### src/rtl/dbg_run_ctrl.sv
// Debug run-control sequencer: gates instruction fetch for halt, resume and
// single-step, and tracks the last retired PC and retired-instruction count.
module dbg_run_ctrl #(
    parameter int XLEN   = 32,
    parameter int NUM_BP = 2,
    parameter int CNT_W  = 32
) (
    input  logic                      clk,
    input  logic                      reset,
    input  logic                      commit_valid,
    input  logic [XLEN-1:0]           commit_pc,
    input  logic                      commit_brk,
    input  logic                      commit_ivd,
    input  logic                      pipe_empty,
    input  logic                      ifu_fire,
    input  logic                      cmd_valid,
    output logic                      cmd_ready,
    input  logic [1:0]                cmd_op,
    input  logic [$clog2(NUM_BP)-1:0] cmd_bp_idx,
    input  logic [XLEN-1:0]           cmd_bp_addr,
    input  logic                      cmd_bp_en,
    output logic                      fetch_en,
    output logic                      halted,
    output logic [2:0]                halt_cause,
    output logic [XLEN-1:0]           halt_pc,
    output logic [CNT_W-1:0]          retire_cnt
);

    typedef enum logic [2:0] {
        S_RUN,
        S_DRAIN,
        S_HALTED,
        S_STEP_ISSUE,
        S_STEP_WAIT
    } state_t;

    localparam logic [1:0] OP_HALT   = 2'd0;
    localparam logic [1:0] OP_RESUME = 2'd1;
    localparam logic [1:0] OP_STEP   = 2'd2;
    localparam logic [1:0] OP_SETBP  = 2'd3;

    localparam logic [2:0] CAUSE_NONE  = 3'd0;
    localparam logic [2:0] CAUSE_HOST  = 3'd1;
    localparam logic [2:0] CAUSE_STEP  = 3'd2;
    localparam logic [2:0] CAUSE_EBRK  = 3'd3;
    localparam logic [2:0] CAUSE_IVD   = 3'd4;
    localparam logic [2:0] CAUSE_BP    = 3'd5;

    state_t            state;
    logic [XLEN-1:0]   bp_addr [NUM_BP];
    logic [NUM_BP-1:0] bp_en;
    logic              bp_hit;
    logic [2:0]        stop_cause;
    logic              cmd_acc;

    assign fetch_en  = (state == S_RUN) || (state == S_STEP_ISSUE);
    assign halted    = (state == S_HALTED);
    assign cmd_ready = (state == S_RUN) || (state == S_HALTED);
    assign cmd_acc   = cmd_valid && cmd_ready;

    always_comb begin
        bp_hit = 1'b0;
        for (int i = 0; i < NUM_BP; i++) begin
            if (bp_en[i] && (bp_addr[i] == commit_pc)) begin
                bp_hit = 1'b1;
            end
        end
    end

    // Non-zero only when the retiring instruction must stop the core.
    always_comb begin
        stop_cause = CAUSE_NONE;
        if (commit_valid) begin
            if (commit_ivd) begin
                stop_cause = CAUSE_IVD;
            end else if (commit_brk) begin
                stop_cause = CAUSE_EBRK;
            end else if (bp_hit) begin
                stop_cause = CAUSE_BP;
            end
        end
    end

    always_ff @(posedge clk or posedge reset) begin
        if (reset) begin
            state      <= S_RUN;
            halt_cause <= CAUSE_NONE;
            halt_pc    <= '0;
            retire_cnt <= '0;
            bp_en      <= '0;
            for (int i = 0; i < NUM_BP; i++) begin
                bp_addr[i] <= '0;
            end
        end else begin
            if (commit_valid) begin
                retire_cnt <= retire_cnt + CNT_W'(1);
                halt_pc    <= commit_pc;
            end
            if (cmd_acc && (cmd_op == OP_SETBP)) begin
                bp_addr[cmd_bp_idx] <= cmd_bp_addr;
                bp_en[cmd_bp_idx]   <= cmd_bp_en;
            end
            case (state)
                S_RUN: begin
                    if (stop_cause != CAUSE_NONE) begin
                        state      <= S_DRAIN;
                        halt_cause <= stop_cause;
                    end else if (cmd_acc && (cmd_op == OP_HALT)) begin
                        state      <= S_DRAIN;
                        halt_cause <= CAUSE_HOST;
                    end
                end
                S_DRAIN: begin
                    if (pipe_empty) begin
                        state <= S_HALTED;
                    end
                end
                S_HALTED: begin
                    if (cmd_acc && (cmd_op == OP_RESUME)) begin
                        state      <= S_RUN;
                        halt_cause <= CAUSE_NONE;
                    end else if (cmd_acc && (cmd_op == OP_STEP)) begin
                        state <= S_STEP_ISSUE;
                    end
                end
                // A commit arriving before ifu_fire still completes the step.
                S_STEP_ISSUE, S_STEP_WAIT: begin
                    if (commit_valid) begin
                        state      <= S_DRAIN;
                        halt_cause <= (stop_cause != CAUSE_NONE) ? stop_cause : CAUSE_STEP;
                    end else if ((state == S_STEP_ISSUE) && ifu_fire) begin
                        state <= S_STEP_WAIT;
                    end
                end
                default: state <= S_RUN;
            endcase
        end
    end

endmodule

### config.mk
export PLATFORM = sky130hd
export DESIGN_NAME = dbg_run_ctrl
export DESIGN_NICKNAME = d
export VERILOG_FILES = /design/src/rtl/dbg_run_ctrl.sv
export SDC_FILE = /design/constraint.sdc
export NUM_CORES = 1
export LEC_CHECK = 0
export BUFFER_PORTS_ARGS = -buffer_cell sky130_fd_sc_hd__buf_2
export CORE_ASPECT_RATIO = 1.1
export CORE_UTILIZATION = 45
export DETAILED_ROUTE_END_ITERATION = 7
export PLACE_DENSITY = 0.68
export SYNTH_ARGS = -nofsm -noshare
export SYNTH_HDL_FRONTEND = slang
export SYNTH_SLANG_ARGS = --single-unit
### constraint.sdc
create_clock -name clk -period 5.4 [get_ports clk]
set_clock_uncertainty 0.1 [all_clocks]
set_input_delay 0.54 -clock clk [delete_from_list [all_inputs] [get_ports clk]]
set_output_delay 0.54 -clock clk [all_outputs]
set_load 0.05 [all_outputs]
==> results of run 1 <==
[registers in the layout, summed over array words and instances, names as in the netlist]
name / flops
bp_addr: 64
bp_en: 2
halt_cause: 3
halt_pc: 32
retire_cnt: 32
state: 3
[cell usage in the layout, fill, tap and decap left out, drive strengths merged, types with 2 or more instances in the layout]
master	n
nand3	17
nand3b	2
dfrtp	136
o21ai	5
xor2	40
clkinvlp	5
clkinv	4
clkbuf	19
o211ai	2
inv	11
a21oi	8
and4	3
nor2	18
nor4	15
nand2b	3
nand2	22
and3	10
buf	148
xnor2	55
nand4	21
a32oi	3
o22ai	2
nor3	6
nor3b	2
mux2	101
[routing by layer]
metal  routed length [um]  track usage (%)
met1                 6460             26.8
met2                 7630             36.9
met3                  694             5.92
met4                  198             8.02
met5                    0                0
[logic make-up after synthesis]
logic type | Yosys count
adder cells (fa/ha/maj) | 1
multiplexers | 102
AO/OA/AOI/OAI | 25
AND/OR/NAND/NOR | 126
flip-flops | 136
XOR/XNOR | 95
buffers and inverters | 22
[worst paths after layout]
kind                            startpoint              to  slack, ps  cells past startpoint
max in group asynchronous            reset     bp_addr[38]       3850                      3
setup reg to reg                bp_addr[1]   halt_cause[1]       2840                      7
hold reg to reg             retire_cnt[31]  retire_cnt[31]        390                      1
setup / recovery              commit_valid  retire_cnt[31]       2570                      8
min in group clk           cmd_bp_addr[26]     bp_addr[58]        270                      2
hold / removal                       reset  retire_cnt[31]        170                      2
[power by group]
group	switching (mW)	internal [mW]	total, mW
Clock	0.445	0.660	1.11
Combinational	0.813	0.573	1.39
Sequential	0.247	1.34	1.59
[cell type report]
| cell class | count | area [um^2] |
|---|---|---|
| Timing Repair Buffer | 148 | 748 |
| Inverter | 8 | 35.0 |
| Sequential cell | 136 | 3400 |
| Multi-Input combinational cell | 349 | 2880 |
| Tap cell | 188 | 235 |
| Antenna cell | 1 | 2.50 |
| Fill cell | 1183 | 5910 |
| Clock inverter | 13 | 121 |
| Clock buffer | 19 | 453 |
[critical path, cell delays in order]
cell and delay, ps:
buf_2 740, nand4_1 310, nor3_2 340, and2_1 260, and4_1 280, and4_1 280, nand3_1 110, xnor2_1 140
[stage by stage]
stage	utilization [%]	cells	area, um^2	total power [mW]
CTS	57.1	861	7880	4.12
global route	57.1	861	7880	4.30
global placement	52.9	829	7300	2.94
detailed placement	52.9	829	7300	2.99
floorplan	-	507	6370	2.60
finish	57.1	862	7880	4.08
==> results.py, run 1 <==
metrics = {
    "synth": {
        "synth.yosys.warnings": 0,
        "synth-seq-cells": 136,
        "netlist_top_cells_count": "136 x dfrtp_1, 99 x mux2_2, 55 x xnor2_1, 40 x xor2_1, 21 x nand4_1",
        "synthMostInstantiatedCell": "dfrtp_1",
        "synth_compound_area_share_pct": 2.55,
        "yosys_most_used_dff": "dfrtp_1",
        "synth_top_family_by_area": "multiplexers",
        "synth_seq_area_share_pct": 53.4,
        "netlist_top_cells_area": "dfrtp_1 53%, mux2_2 18%, xnor2_1 7.6%, xor2_1 5.5%, nand4_1 2.1%",
        "synth_area_leader_cell": "dfrtp_1",
        "postSynthCellCount": 507,
        "syn_nets": 584,
        "netlist_area_um2": 6370,
        "yosysTopAreaCellShare_pct": 53.4,
        "muxShareOfSynthArea_pct": 18.1,
        "synth-edff-count": 0,
        "synthAdderAreaFrac_pct": 0.196,
        "syn_avg_cell_area_um2": 12.6,
        "synth_xor_area_share_pct": 13.1,
        "synth-async-reset-ratio_pct": 100,
        "yosys.area_share.simple_pct": 11.3,
        "ys_types": 44,
    },
    "detailed_routing": {
        "drtPass1Iterations": 4,
        "avgViaCountPerCell": 5.27,
        "drt_iter0_markers": 277,
        "post_drt_wl_per_cell_um": 17.4,
        "drc": 0,
        "wl_um": 15000,
        "via_count": 4543,
        "ant_nets": 0,
    },
    "setup_path": {
        "worst_ep_required_time_ps": 5600,
        "cp-start-kind": "primary input",
        "setup.worst_path.end_class": "register",
        "arrival_ps": 3030,
        "crit_type": "primary input to register",
        "crit_fanout": 45,
    },
    "clock_tree": {
        "htreeDepth": 4,
        "cts_root_buf": "clkbuf_16",
        "cts_buffer_depth": 2,
        "clk_latency_ps": 420,
        "clkTransAtPathRegs_ps": 60,
        "cts_tree": "built",
        "cts_made_buffers": 17,
        "cts_resized": 0,
        "hold_buffers": 0,
        "cts_setup_buffers": 0,
        "cts_sinks": 136,
    },
    "finish": {
        "area_growth_pct": 23.7,
        "drive_above_1_share_pct": 43.2,
        "nNetsFinal": 737,
    },
    "grt": {
        "grt_pass1_vias": 4520,
        "antenna_found_initial": 1,
        "gr-total-overflow": 0,
        "grt_max_degree": 82,
        "grtUsageTotal_pct": 22.0,
        "grt_pass1_wl_um": 23600,
    },
    "placement": {
        "hpwl_um": 11200,
        "port_buffers": 145,
        "gp_congestion": 0.860,
        "preCtsSetupSlack_ps": 2130,
    },
    "die": {
        "num_rows": 45,
        "num_io_pins": 146,
        "die_h_um": 127,
        "start_util_pct": 46.2,
        "die_x_um": 115,
        "die_area_um2": 14600,
        "core_area_um2": 13800,
    },
    "sta": {
        "final.period_utilization_pct": 52.4,
        "fin_tns_setup_ps": 0,
        "fin_ws_ps": 2570,
        "setup_viol": 0,
        "rsz0062_at_grt": "no",
        "final-hold-violation-count": 0,
        "slew_violations": 0,
        "worst_hold_slack_ps": 166,
        "tightest_slew_ps": 997,
        "timing.fmax_ghz": 0.353,
        "period_minus_slack_ps": 2830,
        "relSlewSlack_pct": 33.5,
    },
    "outcome": {
        "outcome": "complete, no violations",
    },
    "power": {
        "p_per_area_nw_per_um2": 518,
        "total_leakage_power_nw": 3.70,
        "ir_worst_vdd_uv": 212,
    },
    "run": {
        "drv_cap": 0,
    },
    "worst_hold_path": {
        "holdCritPathClass": "primary input to asynchronous set/reset pin",
    },
}
No activity file was read; power rests on OpenSTA's default activity.
==> run 2: changes to the inputs <==
PLACE_DENSITY = 0.71   (was 0.68)
clock period = 2.4 ns   (was 5.4 ns; I/O delays follow)
==> results.py, run 2 (same netlist as run 1, synthesis figures left out) <==
metrics = {
    "sta": {
        "relSlewSlack_pct": 51.4,
        "slew_violations": 0,
        "final.period_utilization_pct": 97.9,
        "timing.fmax_ghz": 0.426,
        "final-hold-violation-count": 0,
        "setup_viol": 0,
        "period_minus_slack_ps": 2350,
        "worst_hold_slack_ps": 13.8,
        "rsz0062_at_grt": "yes",
        "fin_tns_setup_ps": 0,
        "tightest_slew_ps": 729,
    },
    "power": {
        "ir_worst_vdd_uv": 667,
        "power.total_mw": 9.52,
        "total_leakage_power_nw": 4.01,
        "p_per_area_nw_per_um2": 1120,
        "internal_power_mw": 6.03,
        "p_sw_mw": 3.49,
        "p_comb_share_pct": 35.6,
        "switching_share_pct": 36.6,
        "p_seq_share_pct": 37.7,
        "clock_power_share_pct": 26.6,
    },
    "die": {
        "die_x_um": 115,
        "die_h_um": 127,
        "num_io_pins": 146,
        "die_area_um2": 14600,
        "num_rows": 45,
        "start_util_pct": 46.2,
        "core_area_um2": 13800,
    },
    "setup_path": {
        "crit_fanout": 5,
        "crit_type": "primary input to register",
        "worst_ep_required_time_ps": 2590,
        "cp-start-kind": "primary input",
        "setup.worst_path.end_class": "register",
        "crit_path_cell_trace": "dlygate4sd3_1 -> buf_2 -> xor2_1 -> nor4_1 -> nand3_1 -> or4_4 -> o211ai_4 -> nand2_2 -> mux2_4",
        "arrival_ps": 2540,
        "crit_slowest_cell": "dlygate4sd3_1",
        "max_stage_delay_ps": 530,
        "crit_family": "simple AND/OR/NAND/NOR gates",
        "critPathBufInv": 2,
    },
    "grt": {
        "grt_max_degree": 137,
        "grt_pass1_vias": 4852,
        "grt_pass1_wl_um": 24900,
        "gr-total-overflow": 0,
        "grtUsageTotal_pct": 22.8,
        "antenna_found_initial": 0,
    },
    "detailed_routing": {
        "drtPass1Iterations": 5,
        "via_count": 4721,
        "drt_iter0_markers": 232,
        "post_drt_wl_per_cell_um": 17.4,
        "wl_um": 15900,
        "avgViaCountPerCell": 5.16,
        "drc": 0,
        "ant_nets": 0,
    },
    "placement": {
        "port_buffers": 145,
        "gp_congestion": 0.892,
        "hpwl_um": 11300,
        "place_inst": 842,
    },
    "worst_hold_path": {
        "holdCritPathClass": "primary input to register",
    },
    "run": {
        "drv_cap": 0,
    },
    "finish": {
        "largest_reg_flops": 64,
        "area_growth_pct": 33.2,
        "final_cell_count_no_fill": 915,
        "top_register": "bp_addr",
        "diodes": 0,
        "nNetsFinal": 791,
        "top_regs": "bp_addr x64, halt_pc x32, retire_cnt x32",
        "final_common_cell": "buf_2",
        "final_cell_mix": "145 x buf_2, 136 x dfrtp_1, 99 x mux2_2",
        "drive_above_1_share_pct": 43.3,
    },
    "outcome": {
        "outcome": "complete, no violations",
    },
    "clock_tree": {
        "clk_latency_ps": 410,
        "cts_sinks": 136,
        "clkTransAtPathRegs_ps": 60,
        "cts_tree": "built",
        "htreeDepth": 4,
        "cts_made_buffers": 17,
        "cts_root_buf": "clkbuf_16",
        "cts_buffer_depth": 2,
    },
}
run 2: changes by cell type in the layout (fill, tap and decap cells not counted), sizes merged:
cell | before | now
dlygate4sd3 | 0 | 37
clkinv | 4 | 5
inv | 11 | 9
buf | 148 | 165
bufinv | 1 | 2
diode | 1 | 0
run 2: cell type report:
| cell class | instances | area, um^2 |
|---|---|---|
| Fill cell | 1096 | 5310 |
| Clock inverter | 13 | 148 |
| Multi-Input combinational cell | 349 | 2950 |
| Inverter | 8 | 33.8 |
| Timing Repair Buffer | 202 | 1280 |
| Sequential cell | 136 | 3400 |
| Tap cell | 188 | 235 |
| Clock buffer | 19 | 433 |
run 2: worst paths after layout:
kind                                  end  depth (start not counted)           start  slack, ps
setup / recovery                 state[1]                          9   commit_pc[26]         50
hold / removal                 halt_pc[2]                          2    commit_pc[2]         10
setup reg to reg                 state[1]                          7     bp_addr[53]         70
hold reg to reg            retire_cnt[31]                          1  retire_cnt[31]        370
max in group asynchronous     halt_pc[18]                          4           reset       1180
min in group asynchronous        state[0]                          4           reset        480
run 2: timing repair:
item	CTS	global route
resized for setup	2	6
endpoints found under the hold margin	191	0
setup endpoints to repair	4	8
setup buffers	1	3
hold buffers	37	0
pin swaps	2	5
run 2: routing by layer:
layer | track usage [%] | vias to the layer above | routed length, um
met1 | 27.0 | 2348 | 6560
met4 | 8.10 | 0 | 282
met5 | 0 | - | 0
met3 | 5.11 | 18 | 707
li1 | - | 2211 | -
met2 | 40.0 | 144 | 8350
run 2: power groups by stage:
stage / sequential [mW] / clock (mW) / combinational, mW
6_report: 3.59 / 2.53 / 3.39
5_1_grt: 3.68 / 2.70 / 3.62
4_1_cts: 3.58 / 2.59 / 3.38
3_5_place_dp: 3.61 / 0 / 3.31
3_3_place_gp: 3.56 / 0 / 3.24
2_1_floorplan: 3.92 / 0 / 1.94
run 2: stage by stage:
stage               util, %  instance area [um^2]  setup slack [ps]
floorplan                 -                  6390              6.62
global placement       54.0                  7450             -5.60
detailed placement     54.0                  7450             -57.7
CTS                    61.1                  8420              16.7
global route           61.5                  8490             -25.9
finish                 61.5                  8490              50.2
==> run 3: changes to the inputs <==
PLACE_DENSITY = 0.79   (was 0.71)
==> results.py, run 3 (same netlist as run 1, synthesis figures left out) <==
metrics = {
    "placement": {
        "hpwl_um": 11900,
        "preCtsSetupSlack_ps": -67.9,
        "port_buffers": 145,
        "gp_congestion": 0.850,
        "place_inst": 847,
    },
    "detailed_routing": {
        "drtPass1Iterations": 4,
        "drt_iter0_markers": 296,
        "ant_nets": 0,
        "avgViaCountPerCell": 5.25,
        "post_drt_wl_per_cell_um": 17.7,
        "wl_um": 16200,
        "via_count": 4827,
        "drc": 0,
    },
    "sta": {
        "tightest_slew_ps": 588,
        "slew_violations": 0,
        "fin_ws_ps": -1.89,
        "final-hold-violation-count": 0,
        "rsz0062_at_grt": "yes",
        "final.period_utilization_pct": 100,
        "setup_viol": 1,
        "worst_hold_slack_ps": 14.1,
        "period_minus_slack_ps": 2400,
        "timing.fmax_ghz": 0.416,
        "relSlewSlack_pct": 60.8,
    },
    "die": {
        "die_h_um": 127,
        "start_util_pct": 46.2,
        "core_area_um2": 13800,
        "die_x_um": 115,
        "die_area_um2": 14600,
        "num_io_pins": 146,
        "num_rows": 45,
    },
    "finish": {
        "multi_input_area_um2": 2930,
        "top_register": "bp_addr",
        "fillCellCount": 1043,
        "regArea_um2": 3400,
        "drive_above_1_share_pct": 42.8,
        "final_cell_mix": "145 x buf_2, 136 x dfrtp_1, 99 x mux2_2",
        "fin_util_pct": 61.7,
        "final_common_cell": "buf_2",
        "largest_reg_flops": 64,
        "final_cell_count_no_fill": 919,
        "diodes": 0,
        "top_regs": "bp_addr x64, halt_pc x32, retire_cnt x32",
        "area_growth_pct": 33.7,
        "nNetsFinal": 795,
    },
    "clock_tree": {
        "cts_tree": "built",
        "cts_setup_buffers": 0,
        "cts_buffer_depth": 2,
        "cts_made_buffers": 17,
        "clk_latency_ps": 420,
        "cts_sinks": 136,
        "htreeDepth": 4,
        "clkTransAtPathRegs_ps": 60,
        "cts_root_buf": "clkbuf_16",
    },
    "grt": {
        "antenna_found_initial": 0,
        "gr-total-overflow": 0,
        "grt_pass1_vias": 4943,
        "grt_pass1_wl_um": 25300,
        "grtUsageTotal_pct": 23.2,
        "grt_max_degree": 60,
    },
    "power": {
        "total_leakage_power_nw": 4.04,
        "p_comb_share_pct": 35.7,
        "switching_share_pct": 36.6,
        "internal_power_mw": 5.99,
        "ir_worst_vdd_uv": 702,
        "p_sw_mw": 3.46,
        "p_per_area_nw_per_um2": 1110,
        "p_seq_share_pct": 38.0,
        "clock_power_share_pct": 26.3,
        "power.total_mw": 9.46,
    },
    "setup_path": {
        "cp-start-kind": "register",
        "crit_fanout": 6,
        "worst_ep_required_time_ps": 2600,
        "setup.worst_path.end_class": "register",
        "crit_slowest_cell": "or4_4",
        "crit_family": "simple AND/OR/NAND/NOR gates",
        "critPathBufInv": 1,
        "crit_path_cell_trace": "xor2_1 -> nor4_2 -> buf_4 -> nand4_1 -> or4_4 -> o211ai_4 -> nand2_2 -> mux2_4",
        "max_stage_delay_ps": 510,
        "arrival_ps": 2610,
        "crit_type": "register to register",
    },
    "outcome": {
        "outcome": "finished with violations",
        "violations": "setup timing",
    },
    "worst_hold_path": {
        "holdCritPathClass": "primary input to register",
    },
    "run": {
        "drv_cap": 0,
    },
}
-- run 3: cell count changes in the layout (fill, tap and decap cells not counted), sizes merged --
cell / delta
dlygate4sd3: +3
inv: -2
buf: +1
clkinvlp: -2
clkinv: +4
-- run 3: layer usage --
metal,wire [um],track usage (%)
met3,882,5.35
met1,6750,27.9
met2,8250,40.1
met5,0,0
met4,350,8.94
-- run 3: timing repair --
item                                    CTS  global route
endpoints found under the setup margin    3             6
cloned                                    0             0
hold buffers                             40             0
endpoints found under the hold margin   168             0
gates resized for setup                   2             4
pin swaps                                 2             0
-- run 3: through the flow --
stage          setup TNS [ps]  area, um^2
6_report                -1.89        8510
3_3_place_gp                0        7510
5_1_grt                  -118        8510
3_5_place_dp             -122        7510
4_1_cts                     0        8490
2_1_floorplan               0        6390
-- run 3: area by class of cell --
class	instances	area share, %
multi-input combinational	349	34.4
timing repair buffer	206	15.8
sequential	136	40.0
clock buffer	19	5.09
clock inverter	13	1.54
inverter	8	0.397
tap	188	2.76
-- run 3: power by group through the flow --
stage | logic [mW] | clock network [mW] | registers [mW]
CTS | 3.36 | 2.54 | 3.58
finish | 3.37 | 2.49 | 3.59
global placement | 3.21 | 0 | 3.56
global route | 3.60 | 2.64 | 3.68
detailed placement | 3.29 | 0 | 3.62
floorplan | 1.94 | 0 | 3.92
-- run 3: path summary, 6_finish.rpt --
kind | slack, ps | endpoint | cells after the start | from
worst min register to register | 370 | retire_cnt[31] | 1 | retire_cnt[31]
max in group asynchronous | 1360 | halt_pc[25] | 5 | reset
worst max register to register | -2 | state[1] | 8 | bp_addr[52]
min in group asynchronous | 350 | halt_pc[30] | 4 | reset
worst max-delay path | -2 | state[1] | 8 | bp_addr[52]
worst min-delay path | 10 | halt_pc[25] | 2 | commit_pc[25]
